$ cat src/rtl/pipelined_addsub_if.sv
// Operand/result handshake bundle for pipelined_addsub.
// op_sat exists only when ADDSUB_SATURATE_EN is defined.
interface pipelined_addsub_if #(
  parameter int WIDTH = 32
);
  logic             in_valid;
  logic             in_ready;
  logic [WIDTH-1:0] a;
  logic [WIDTH-1:0] b;
  logic             op_sub;
  logic             cin;
`ifdef ADDSUB_SATURATE_EN
  logic             op_sat;
`endif
  logic             out_valid;
  logic             out_ready;
  logic [WIDTH-1:0] result;
  logic             carry_out;
  logic             overflow;
  logic             zero;

`ifdef ADDSUB_SATURATE_EN
  modport master (
    output in_valid, a, b, op_sub, cin, op_sat, out_ready,
    input  in_ready, out_valid, result, carry_out, overflow, zero
  );
  modport slave (
    input  in_valid, a, b, op_sub, cin, op_sat, out_ready,
    output in_ready, out_valid, result, carry_out, overflow, zero
  );
`else
  modport master (
    output in_valid, a, b, op_sub, cin, out_ready,
    input  in_ready, out_valid, result, carry_out, overflow, zero
  );
  modport slave (
    input  in_valid, a, b, op_sub, cin, out_ready,
    output in_ready, out_valid, result, carry_out, overflow, zero
  );
`endif
endinterface

$ cat src/rtl/pipelined_addsub.sv
// Chunked, pipelined add/sub with carry/overflow/zero flags.
// ADDSUB_SATURATE_EN adds op_sat: clamp result on signed overflow.
module pipelined_addsub #(
  parameter int WIDTH = 32,
  parameter int CHUNK = 8
) (
  input  logic              clk,
  input  logic              rst_n,
  pipelined_addsub_if.slave io
);
  localparam int STAGES = WIDTH / CHUNK;
  localparam int LAST   = STAGES - 1;

  if (CHUNK < 1 || WIDTH % CHUNK != 0 || STAGES < 1) begin : g_bad_cfg
    $error("pipelined_addsub: WIDTH must be a multiple of CHUNK");
  end

  logic             adv;
  logic [WIDTH-1:0] bx;
  logic             sat_in;
  logic             out_valid_q;
  logic             carry_q;
  logic             ovf_q;
  logic             zero_q;
  logic [WIDTH-1:0] result_q;

  assign adv          = ~out_valid_q | io.out_ready;
  assign io.in_ready  = adv;
  assign io.out_valid = out_valid_q;
  assign io.result    = result_q;
  assign io.carry_out = carry_q;
  assign io.overflow  = ovf_q;
  assign io.zero      = zero_q;

  assign bx = io.op_sub ? ~io.b : io.b;

`ifdef ADDSUB_SATURATE_EN
  assign sat_in = io.op_sat;
`else
  assign sat_in = 1'b0;
`endif

  for (genvar k = 0; k < STAGES; k++) begin : g_st
    logic [CHUNK-1:0]         ca;
    logic [CHUNK-1:0]         cb;
    logic                     ci;
    logic                     vi;
    logic                     si;
    logic [CHUNK:0]           sum;
    logic [(k+1)*CHUNK-1:0]   acc;

    if (k == 0) begin : g_src
      assign ca  = io.a[CHUNK-1:0];
      assign cb  = bx[CHUNK-1:0];
      assign ci  = io.cin;
      assign vi  = io.in_valid;
      assign si  = sat_in;
      assign acc = sum[CHUNK-1:0];
    end else begin : g_src
      assign ca  = g_st[k-1].g_reg.ra_q[CHUNK-1:0];
      assign cb  = g_st[k-1].g_reg.rb_q[CHUNK-1:0];
      assign ci  = g_st[k-1].g_reg.c_q;
      assign vi  = g_st[k-1].g_reg.v_q;
      assign si  = g_st[k-1].g_reg.s_q;
      assign acc = {sum[CHUNK-1:0], g_st[k-1].g_reg.acc_q};
    end

    assign sum = {1'b0, ca} + {1'b0, cb} + {{CHUNK{1'b0}}, ci};

    if (k < LAST) begin : g_reg
      // Skew registers keep only the chunks later stages still need.
      localparam int RW = WIDTH - (k + 1) * CHUNK;
      logic                   v_q;
      logic                   c_q;
      logic                   s_q;
      logic [(k+1)*CHUNK-1:0] acc_q;
      logic [RW-1:0]          ra_q;
      logic [RW-1:0]          rb_q;
      logic [RW-1:0]          ra_n;
      logic [RW-1:0]          rb_n;

      if (k == 0) begin : g_rem
        assign ra_n = io.a[WIDTH-1:CHUNK];
        assign rb_n = bx[WIDTH-1:CHUNK];
      end else begin : g_rem
        assign ra_n = g_st[k-1].g_reg.ra_q[RW+CHUNK-1:CHUNK];
        assign rb_n = g_st[k-1].g_reg.rb_q[RW+CHUNK-1:CHUNK];
      end

      always_ff @(posedge clk or negedge rst_n) begin
        if (!rst_n) begin
          v_q   <= 1'b0;
          c_q   <= 1'b0;
          s_q   <= 1'b0;
          acc_q <= '0;
          ra_q  <= '0;
          rb_q  <= '0;
        end else if (adv) begin
          v_q   <= vi;
          c_q   <= sum[CHUNK];
          s_q   <= si;
          acc_q <= acc;
          ra_q  <= ra_n;
          rb_q  <= rb_n;
        end
      end
    end else begin : g_fin
      logic             ovf;
      logic [WIDTH-1:0] res;

      assign ovf = (ca[CHUNK-1] == cb[CHUNK-1]) &
                   (acc[WIDTH-1] != ca[CHUNK-1]);

      // Operand sign picks the clamp direction on overflow.
      always_comb begin
        res = acc;
        if (si && ovf) begin
          res = ca[CHUNK-1] ? {1'b1, {(WIDTH-1){1'b0}}}
                            : {1'b0, {(WIDTH-1){1'b1}}};
        end
      end

      always_ff @(posedge clk or negedge rst_n) begin
        if (!rst_n) begin
          out_valid_q <= 1'b0;
          result_q    <= '0;
          carry_q     <= 1'b0;
          ovf_q       <= 1'b0;
          zero_q      <= 1'b0;
        end else if (adv) begin
          out_valid_q <= vi;
          result_q    <= res;
          carry_q     <= sum[CHUNK];
          ovf_q       <= ovf;
          zero_q      <= ~|res;
        end
      end
    end
  end
endmodule

$ cat src/flat_wrapper.sv
// flat-port wrapper written by rule: the top's interface ports become plain ports
module pipelined_addsub_flat 
#(
  parameter int WIDTH = 32,
  parameter int CHUNK = 8
)
  (clk, rst_n, io_in_valid, io_a, io_b, io_op_sub, io_cin, io_out_ready, io_in_ready, io_out_valid, io_result, io_carry_out, io_overflow, io_zero);
  pipelined_addsub_if #(.WIDTH(WIDTH)) io_i ();
  input  logic clk;
  input  logic rst_n;
  input wire logic [$bits(io_i.in_valid)-1:0] io_in_valid;
  input wire logic [$bits(io_i.a)-1:0] io_a;
  input wire logic [$bits(io_i.b)-1:0] io_b;
  input wire logic [$bits(io_i.op_sub)-1:0] io_op_sub;
  input wire logic [$bits(io_i.cin)-1:0] io_cin;
  input wire logic [$bits(io_i.out_ready)-1:0] io_out_ready;
  output wire logic [$bits(io_i.in_ready)-1:0] io_in_ready;
  output wire logic [$bits(io_i.out_valid)-1:0] io_out_valid;
  output wire logic [$bits(io_i.result)-1:0] io_result;
  output wire logic [$bits(io_i.carry_out)-1:0] io_carry_out;
  output wire logic [$bits(io_i.overflow)-1:0] io_overflow;
  output wire logic [$bits(io_i.zero)-1:0] io_zero;
  assign io_i.in_valid = io_in_valid;
  assign io_i.a = io_a;
  assign io_i.b = io_b;
  assign io_i.op_sub = io_op_sub;
  assign io_i.cin = io_cin;
  assign io_i.out_ready = io_out_ready;
  assign io_in_ready = io_i.in_ready;
  assign io_out_valid = io_i.out_valid;
  assign io_result = io_i.result;
  assign io_carry_out = io_i.carry_out;
  assign io_overflow = io_i.overflow;
  assign io_zero = io_i.zero;
  pipelined_addsub #(.WIDTH(WIDTH), .CHUNK(CHUNK)) u_core (.clk(clk), .rst_n(rst_n), .io(io_i));
endmodule
$ cat config.mk
export PLATFORM = sky130hd
export DESIGN_NAME = pipelined_addsub_flat
export DESIGN_NICKNAME = d
export VERILOG_FILES = /design/src/rtl/pipelined_addsub_if.sv /design/src/rtl/pipelined_addsub.sv /design/src/flat_wrapper.sv
export SDC_FILE = /design/constraint.sdc
export NUM_CORES = 1
export LEC_CHECK = 0
export CORE_MARGIN = 2
export CORE_UTILIZATION = 35
export CTS_BUF_LIST = sky130_fd_sc_hd__clkbuf_4 sky130_fd_sc_hd__clkbuf_8
export CTS_CLUSTER_SIZE = 28
export DETAILED_ROUTE_END_ITERATION = 12
export HOLD_SLACK_MARGIN = 0.06
export PLACE_DENSITY = 0.59
export SYNTH_ARGS = -nofsm -noshare
export SYNTH_HDL_FRONTEND = slang
export SYNTH_SLANG_ARGS = --single-unit
$ cat constraint.sdc
create_clock -name clk -period 5.3 [get_ports clk]
set_input_delay 0.795 -clock clk [delete_from_list [all_inputs] [get_ports clk]]
set_output_delay 0.795 -clock clk [all_outputs]
set_load 0.05 [all_outputs]
---- After elaboration in Yosys (flattened, before gate mapping) ----
Cells that the tools add are included.
word-level totals
  flip-flop bits (word level) ............. 186
  bits of input ports ..................... 70
  output and inout port bits .............. 37
  logic and storage cells ................. 37
operators by class
  $add $sub $neg .......................... 8
  equal/unequal tests ..................... 2
  muxes and demuxes ....................... 1
  bitwise operators ....................... 4
  reduce and logical (&&, ||, !) cells .... 2
operators by type and width
  kind                   number
  adder 8 x 8 -> 9 bit   4
  adder 9 x 1 -> 9 bit   4
  two-way mux 32 bit     1
  NOT 32 bit             1
  OR reduction 32 bit    1
  bitwise AND 1 bit      1
  equality test 1 bit    1
  logical NOT 1 bit      1
  inequality test 1 bit  1
  NOT 1 bit              1
  OR 1 bit               1

---- Longest topological paths before layout ----
Gate-level depths: netlist of the first run.
  depth after elaboration ................. 4
  gate-level depth with buffers ........... 12
  depth with buffers taken out ............ 10

---- Worst setup path after synthesis of the first run ----
Ideal clock, no wire load.
  kind .................................... input-to-reg
  start ................................... in io_op_sub
  end ..................................... reg u_core.g_st[0].g_reg.c_q
  arrival ................................. 2.866 ns
  required time ........................... 5.162 ns
  path slack .............................. 2.295 ns
  stages .................................. 12
  path buffers ............................ 2
  path through ............................ clkbuf_1 > buf_2 > xnor2_1 > fa_1 > inv_1 > fa_1 > a21o_1 > a21oi_1 > o21ai_1 > and3b_1 > o21ai_1 > a31oi_1
between the ends
  longest elaborated chain between the ends .. 3
RTL lines
  item                  RTL line                 source
  from (decl)           flat_wrapper.sv:14       input wire logic [$bits(io_i.op_sub)-1:0] io_op_sub;
  two-way mux 32 bit    pipelined_addsub.sv:35   assign bx = io.op_sub ? ~io.b : io.b;
  adder 8 x 8 -> 9 bit  pipelined_addsub.sv:68   assign sum = {1'b0, ca} + {1'b0, cb} + {{CHUNK{1'b0}}, ci};
  adder 9 x 1 -> 9 bit  pipelined_addsub.sv:68
  to (signal assigned)  pipelined_addsub.sv:100  c_q <= sum[CHUNK];
  to (decl)             pipelined_addsub.sv:74   logic c_q;
Every way passes these cells.
A chain may end at the register's enable or synchronous reset.

---- Final worst setup path of the first run ----
  start ................................... in io_out_ready
  end ..................................... out io_in_ready
between the ends
  longest elaborated chain between the ends .. 1
RTL lines
  item         RTL line                source
  from (decl)  flat_wrapper.sv:16      input wire logic [$bits(io_i.out_ready)-1:0] io_out_ready;
  OR 1 bit     pipelined_addsub.sv:27  assign adv = ~out_valid_q | io.out_ready;
  to (decl)    flat_wrapper.sv:17      output wire logic [$bits(io_i.in_ready)-1:0] io_in_ready;
Every way passes these cells.

==> run metrics, run 1 <==
CTS root buf=clkbuf_8; DRT antenna net count=0; #FFs+latches synth=186; register area share after synthesis=55.08%; post-layout min period=3.061 ns; Worst Path Arrival=2.27 ns; Net Sw Frac=43.18%; post-DR vias/cell=4.484; Final Hold Viols=0; Max Freq=326.7 MHz; Hold Slack=0.3851 ns; CP cell instances=clkdlybuf4s50_1 -> nor2b_4 -> inv_4 -> clkdlybuf4s50_1; Pleak=0.004905 uW; Final Cycle Share=57.75%; NetSw=2614 uW; Final Skew=0.01907 ns; Overall Power=6055 uW; XOR/XNOR Fraction of Synth Area=4.768%; critical path's most frequent cell=clkdlybuf4s50_1; clk sinks=186; chip height=159.4 um; Cell Area, Synth=0.008451 mm^2; Global Route Usage Sum=14.34%; Synth async-reset ratio=100.0%; Post-Synthesis Cells=931; diode count=0; IO Pins=107; drt wl/cell=12.68 um; die area=0.02540 mm^2; initial antenna violation count=0; final WL=17120 um; post-cts resize count=0; Synth Warn #=0; CP startpoint kind=input pin; fin nets=1124; Synth Flop Type=dfrtp_1; main combinational cell family by area after synthesis=simple AND/OR/NAND/NOR gates; internal power=3441 uW; H-tree depth=4; clk slew on worst S/H paths=0.11 ns; R2R setup slack=2.67 ns; first-pass GRT wire length=29970 um; reg2reg path depth=4; vias in the first global route=6029; Slowest-stage cell, CP=clkdlybuf4s50_1; dpl hpwl=11710 um; Die W=159.4 um; Cell variety after synth=42; layout cell share with drive strength beyond 1=4.559%; # rows=56; Peak VDD IR=0.3135 mV; initial core utilization=35.79%; setup TNS=0 ns; Core Util, Final=43.07%; GRT Residual Overflow=0; CP startpoint=io_out_ready; Clk Latency, worst-skew pair=0.46 ns; Max-cap violations=0; CTS tree=built; Clock Path Buffers=2; critical-path maximum fanout=3; clock share of power=15.6%; outcome=finished, final reports clean; final slew viol count=0; Met2 Wirelength=7517 um; Setup crit end=io_in_ready; Area Growth Syn to Fin=20.36%; area of the core=0.02361 mm^2; part of the power in combinational logic=44.3%; Power Density=595.3 mW/mm^2; Crit. End Element=output port; Reg2Reg Launch Point=u_core.io.out_valid$_DFFE_PN0P_; Reg power frac=40.1%; complex-gate fraction of the synthesized area=7.832%; Metal-1 WL=8837 um; synthesized net count=1037; HP Class=input pin to async pin; CP Class=input pin to output port; Num CTS Buffers=17; worst slew pin tran=1.110 ns; Simple-Gate Fraction of Synth Area=22.49%; CP peak stage delay=0.81 ns; RR Endpoint=u_core.g_st[0].g_reg.rb_q[13]$_DFFE_PN0P_; adder-cell share of the synthesized area=6.041%; DR top layer=met4; multiplexer share of the synthesized area=0.1333%; routability congestion estimate=0.7434; EDFF count, synth=0; Max-Slew Margin vs Limit=26.01%; final setup fails=0; DRC viols=0; post-CTS setup buffer count=0; via count=6054; First-pass DRT Iterations=4; Critical Path RT=4.51 ns; buffers added on ports=106; Starting DRT DRC Count=312; Synth Area per Inst=9.077 um^2; Post-CTS Hold Buffers=0; largest net degree at the start of global routing=113; met3 routed wirelength=610 um; RSZ-0062 raised after global routing=no
cell usage in the layout (no fill, tap or decap), types with 6 or more instances in the layout:
cell / n
nand2_1: 421
clkdlybuf4s50_1: 104
inv_1: 26
o31ai_1: 13
fa_1: 8
a21oi_1: 16
o21a_1: 10
nor3_1: 11
nor2_1: 27
clkbuf_8: 18
o21ai_0: 27
o21ai_1: 18
xor2_1: 9
ha_1: 28
dfrtp_1: 186
buf_4: 7
inv_6: 6
xnor2_1: 37
metrics by stage:
step / std cells / setup WS, ns / area [um^2]
floorplan: 931 / 2.295 / 8451
global placement: 1318 / 1.764 / 9764
detailed placement: 1318 / 1.710 / 9764
CTS: 1350 / 2.214 / 10170
global route: 1350 / 1.979 / 10170
finish: 1350 / 2.239 / 10170
logic make-up (layout without fill, tap and decap cells):
| kind of cell | Yosys count | in the layout |
|---|---|---|
| flip-flops | 186 | 186 |
| XOR/XNOR | 46 | 46 |
| AND/OR/NAND/NOR | 484 | 484 |
| AO/OA/AOI/OAI | 106 | 106 |
| adder cells (fa/ha/maj) | 36 | 36 |
| multiplexers | 1 | 1 |
| buffers and inverters | 72 | 172 |
power by group through the flow:
stage	Clock (uW)	Combinational, uW	Sequential (uW)
floorplan	0	1570	2810
global route	1040	3050	2520
global placement	0	2680	2460
detailed placement	0	2730	2470
finish	943	2680	2430
CTS	980	2740	2440
state kept, by name, summed over array words and instances, names as in the netlist:
signal,count
u_core.io.carry_out,1
u_core.io.out_valid,1
u_core.g_st.g_reg.rb_q,48
u_core.g_st.g_reg.v_q,3
u_core.g_st.g_reg.ra_q,48
u_core.io.result,32
u_core.g_st.g_reg.c_q,3
u_core.io.overflow,1
u_core.io.zero,1
u_core.g_st.g_reg.acc_q,48
how the worst min path moves through the flow:
stage                     cells after the start                                  from                                        end  slack [ns]
after floorplan                               2  u_core.g_st[2].g_reg.v_q$_DFFE_PN0P_       u_core.g_st[2].g_reg.v_q$_DFFE_PN0P_        0.43
after global placement                        2  u_core.g_st[2].g_reg.v_q$_DFFE_PN0P_       u_core.g_st[2].g_reg.v_q$_DFFE_PN0P_        0.44
after detailed placement                      1  u_core.g_st[2].g_reg.v_q$_DFFE_PN0P_            u_core.io.out_valid$_DFFE_PN0P_        0.45
after CTS                                     1                                 rst_n           u_core.io.result[29]$_DFFE_PN0P_        0.40
after global routing                          1                                 rst_n  u_core.g_st[0].g_reg.rb_q[22]$_DFFE_PN0P_        0.44
final                                         1                                 rst_n           u_core.io.result[29]$_DFFE_PN0P_        0.39
synth_stat cells (9+ instances only):
master / count / share of area (%)
nor2_1: 27 / 1.2
o21ai_1: 18 / 1.1
nand2_1: 421 / 19
clkbuf_1: 31 / 1.4
o21a_1: 10 / 0.89
ha_1: 28 / 4.1
inv_1: 26 / 1.2
xnor2_1: 37 / 3.8
nor3_1: 11 / 0.65
a21oi_1: 16 / 0.95
o21ai_0: 27 / 1.6
dfrtp_1: 186 / 55
xor2_1: 9 / 0.93
o31ai_1: 13 / 1.2
layer usage:
metal / global-route usage, % / up-vias
met5: 0 / -
met4: 3.595 / 0
met3: 2.735 / 10
met2: 22.17 / 95
met1: 20.78 / 2808
li1: - / 3141
layout make-up:
type / count / area (um^2)
multi-input cells: 673 / 3495
fillers: 2418 / 13440
flip-flops and latches: 186 / 4654
repair buffers: 113 / 1112
clock buffers: 17 / 234.0
inverters: 27 / 103.9
clock inverters: 15 / 172.7
well taps: 319 / 399.1
worst max-delay path: cells and delay by family:
kind | cells | cell delay (ns)
buffers and inverters | 3 | 1.41
AND/OR/NAND/NOR | 1 | 0.06
Power figures use the tool's default switching activity.
==> run 2: changes to the inputs <==
- PLACE_DENSITY: 0.59 -> 0.61
- clock period: 5.3 -> 2.46 ns (I/O delays scaled with it)
==> run metrics, run 2 (synthesized netlist as in run 1, its figures left out) <==
outcome=finished, final reports clean; Final Cycle Share=91.98%; Net Sw Frac=41.86%; Die W=159.4 um; DRC viols=0; Power Density=1291 mW/mm^2; via count=6118; dpl hpwl=12210 um; routability congestion estimate=0.7496; Max Freq=442.0 MHz; diode count=0; Critical Path RT=2.82 ns; Peak VDD IR=0.5268 mV; commonest non-fill, non-tap cell in the layout=nand2_1; buffers added on ports=106; NetSw=5586 uW; largest net degree at the start of global routing=90; Reg2Reg Launch Point=u_core.g_st[2].g_reg.rb_q[0]$_DFFE_PN0P_; peak-usage layer in the global routing report=met2; Pleak=0.004986 uW; Clk Latency, worst-skew pair=0.47 ns; Worst Path Arrival=2.62 ns; Hold Slack=0.4251 ns; fin nets=1133; internal power=7759 uW; post-CTS setup buffer count=0; Reg power frac=39.3%; biggest regs=u_core.g_st.g_reg.acc_q (48), u_core.g_st.g_reg.ra_q (48), u_core.g_st.g_reg.rb_q (48); DRT antenna net count=0; HP Class=input pin to register; Final Hold Viols=0; most frequent cells in the layout=nand2_1, dfrtp_1, clkdlybuf4s50_1; clock share of power=16.1%; final slew viol count=0; final setup fails=0; # rows=56; Global Route Usage Sum=14.33%; vias in the first global route=5968; CTS tree=built; Core Util, Final=43.76%; part of the power in combinational logic=44.6%; CP Class=register to register; worst slew pin tran=0.6087 ns; clk slew on worst S/H paths=0.10 ns; setup TNS=0 ns; post-layout min period=2.263 ns; H-tree depth=4; grt met3 use=3.282%; Num CTS Buffers=17; IO Pins=107; drt wl/cell=12.84 um; clk sinks=186; Max-Slew Margin vs Limit=59.30%; Design Area, Final=0.01033 mm^2; DP Area=0.009888 mm^2; initial core utilization=35.79%; CP startpoint kind=register; First-pass DRT Iterations=4; layout cell share with drive strength beyond 1=6.064%; area of the core=0.02361 mm^2; post-DR vias/cell=4.505; Clock Path Buffers=2; Max-cap violations=0; final setup margin=0.1973 ns; final WL=17440 um; GR Util met1=20.25%; CP startpoint=u_core.g_st[2].g_reg.rb_q[0]$_DFFE_PN0P_; Area Growth Syn to Fin=22.28%; Starting DRT DRC Count=304; critical-path maximum fanout=2; post-placement setup slack=-0.1774 ns; Final Skew=0.02059 ns; GR met2 Demand/Resource=22.11%; initial antenna violation count=0; die area=0.02540 mm^2; chip height=159.4 um; Crit. End Element=register; first-pass GRT wire length=29570 um; GRT Residual Overflow=0; hold path startpoint=io_a[21]; CTS root buf=clkbuf_8
==> run 2: cell count changes in the layout (fill, tap and decap cells not counted), moves of 2 or more <==
cell / change
a21oi_2: +3
clkinv_8: -5
bufinv_16: +3
a21oi_1: -3
buf_4: +4
inv_6: -2
fa_2: +2
fa_1: -2
buf_12: +5
clkinv_2: +4
==> run 2: power by group through the flow <==
stage | sequential (uW) | clock [uW] | combinational, uW
2_1_floorplan | 6060 | 0 | 3380
3_3_place_gp | 5280 | 0 | 5850
3_5_place_dp | 5310 | 0 | 5970
4_1_cts | 5250 | 2220 | 5990
5_1_grt | 5430 | 2350 | 6690
6_report | 5240 | 2150 | 5960
==> run 2: worst max-delay path, stage by stage, from the launching register on <==
cell and delay, ns:
dfrtp_1 0.37, inv_1 0.10, fa_2 0.24, inv_1 0.06, fa_2 0.36, a211oi_2 0.28
o21bai_1 0.13, a21oi_2 0.16, xnor2_1 0.15, nand2_1 0.10, o31ai_2 0.23
==> run 2: path summary, 6_finish.rpt <==
path | slack (ns) | endpoint | depth (start not counted)
setup / recovery | 0.20 | u_core.io.zero$_DFFE_PN0P_ | 10
hold / removal | 0.43 | u_core.g_st[0].g_reg.ra_q[13]$_DFFE_PN0P_ | 3
setup reg to reg | 0.20 | u_core.io.zero$_DFFE_PN0P_ | 10
hold reg to reg | 0.47 | u_core.io.out_valid$_DFFE_PN0P_ | 1
max in group asynchronous | 1.13 | u_core.g_st[1].g_reg.rb_q[1]$_DFFE_PN0P_ | 3
min in group asynchronous | 0.44 | u_core.g_st[2].g_reg.acc_q[6]$_DFFE_PN0P_ | 2
==> run 2: final cells by class <==
type / count / area [um^2]
multi-input combinational: 673 / 3527
tap: 319 / 399.1
inverter: 27 / 103.9
clock inverter: 13 / 165.2
fill: 2389 / 13280
sequential: 186 / 4654
clock buffer: 18 / 241.5
timing repair buffer: 122 / 1242
==> run 2: repair_timing <==
item / CTS / global route
gates resized for setup: 0 / 7
hold buffers: 1 / 0
endpoints found under the setup margin: 0 / 4
hold endpoints to repair: 59 / 0
==> run 2: metal layers <==
metal / up-vias / share of wire [%] / routed length, um
met2: 80 / 45 / 7853
met5: - / 0 / 0
li1: 3160 / - / -
met4: 0 / 1.4 / 236
met3: 11 / 2.7 / 464
met1: 2867 / 51 / 8881
==> run 2: per-stage QoR <==
step | power [uW] | instances
final | 13340 | 1358
after global routing | 14470 | 1358
after CTS | 13460 | 1358
after detailed placement | 11290 | 1326
after global placement | 11130 | 1326
after floorplan | 9433 | 931
==> run 3: changes to the inputs <==
- CORE_MARGIN: 2 -> unset
==> run metrics, run 3 (synthesized netlist as in run 1, its figures left out) <==
outcome=finished, final reports clean; Num CTS Buffers=17; placed cells=1327; DP Area=0.009896 mm^2; critical-path maximum fanout=3; via count=6112; CTS tree=built; post-CTS setup buffer count=0; Worst Path Arrival=2.59 ns; Max-cap violations=0; clk sinks=186; clk slew on worst S/H paths=0.11 ns; Clk Latency, worst-skew pair=0.47 ns; commonest non-fill, non-tap cell in the layout=nand2_1; drt wl/cell=12.80 um; Area Growth Syn to Fin=22.30%; First-pass DRT Iterations=5; Power Density=1286 mW/mm^2; Final Hold Viols=0; Critical Path RT=2.79 ns; worst slew pin tran=0.5976 ns; die area=0.02477 mm^2; Crit. End Element=register; RSZ-0062 raised after global routing=no; routability congestion estimate=0.7585; post-DR vias/cell=4.494; Global Route Usage Sum=15.40%; GRT Residual Overflow=0; Hold Slack=0.4219 ns; initial antenna violation count=0; first-pass GRT wire length=29960 um; most frequent cells in the layout=nand2_1, dfrtp_1, clkdlybuf4s50_1; HP Class=input pin to register; Final Skew=0.01282 ns; biggest regs=u_core.g_st.g_reg.acc_q (48), u_core.g_st.g_reg.ra_q (48), u_core.g_st.g_reg.rb_q (48); Pleak=0.004987 uW; DRC viols=0; CP startpoint kind=register; Peak VDD IR=0.5342 mV; # rows=56; Final Cycle Share=91.85%; area of the core=0.02354 mm^2; H-tree depth=4; DRT antenna net count=0; largest net degree at the start of global routing=117; vias in the first global route=5967; dpl hpwl=12050 um; diode count=0; CP Class=register to register; Starting DRT DRC Count=360; post-layout min period=2.260 ns; Max-Slew Margin vs Limit=60.16%; final slew viol count=0; Die W=157.4 um; IO Pins=107; final setup fails=0; Clock Path Buffers=2; layout cell share with drive strength beyond 1=5.860%; CTS root buf=clkbuf_8; chip height=157.4 um; Design Area, Final=0.01033 mm^2; Max Freq=442.6 MHz; initial core utilization=35.89%; fin nets=1134; post-route non-filler standard cell count=1360; buffers added on ports=106; final WL=17410 um
run 3: cell types whose count changed in the layout (fill, tap and decap cells not counted), sizes merged:
cell,change
inv,+2
bufinv,-1
buf,+1
clkbuf,-1
clkinvlp,+1
run 3: repair_timing:
item	CTS	global route
setup endpoints to repair	0	2
gates resized for setup	0	3
endpoints found under the hold margin	66	0
hold buffers	1	0
run 3: critical path: stages (launching register included):
cell     delay (ns)
dfrtp_1        0.37
inv_1          0.10
fa_1           0.21
inv_1          0.06
fa_1           0.45
a21o_1         0.18
a21oi_1        0.28
o21ai_1        0.09
and3b_1        0.20
o21ai_1        0.11
a31oi_1        0.09
run 3: final cells by class:
type                            count  area [um^2]
Clock buffer                       17        234.0
Clock inverter                     15        183.9
Fill cell                        2365        13210
Inverter                           27        103.9
Multi-Input combinational cell    673         3510
Sequential cell                   186         4654
Tap cell                          319        399.1
Timing Repair Buffer              123         1250
run 3: where the power goes:
group / switching [uW] / internal [uW] / total (uW)
Sequential: 843 / 4410 / 5250
Combinational: 3590 / 2300 / 5890
Clock: 1200 / 947 / 2150
run 3: routing by layer:
layer	vias up	GRT usage, %	wire, um
met5	-	0	0
li1	3162	-	-
met4	0	3.745	157
met2	82	23.62	7830
met3	12	3.359	482
met1	2856	22.03	8935
run 3: path summary, 6_finish.rpt:
check / slack (ns) / end / from / depth (start not counted)
worst min register to register: 0.47 / u_core.g_st[2].g_reg.acc_q[3]$_DFFE_PN0P_ / u_core.g_st[1].g_reg.acc_q[3]$_DFFE_PN0P_ / 2
min in group asynchronous: 0.46 / u_core.io.result[27]$_DFFE_PN0P_ / rst_n / 2
worst max register to register: 0.20 / u_core.g_st[2].g_reg.c_q$_DFFE_PN0P_ / u_core.g_st[1].g_reg.rb_q[0]$_DFFE_PN0P_ / 10
max in group asynchronous: 1.36 / u_core.g_st[2].g_reg.acc_q[13]$_DFFE_PN0P_ / rst_n / 3
worst max-delay path: 0.20 / u_core.g_st[2].g_reg.c_q$_DFFE_PN0P_ / u_core.g_st[1].g_reg.rb_q[0]$_DFFE_PN0P_ / 10
worst min-delay path: 0.42 / u_core.g_st[0].g_reg.ra_q[13]$_DFFE_PN0P_ / io_a[21] / 3
run 3: per-stage QoR:
step | power [uW] | setup slack [ns] | util, % | TNS (ns)
floorplan | 9433 | 0.02998 | - | 0
CTS | 13460 | 0.09419 | 43.85 | 0
finish | 13290 | 0.2005 | 43.90 | 0
global route | 14440 | 0.006781 | 43.90 | 0
detailed placement | 11270 | -0.1719 | 42.03 | -0.3372
global placement | 11130 | -0.1520 | 42.03 | -0.2898
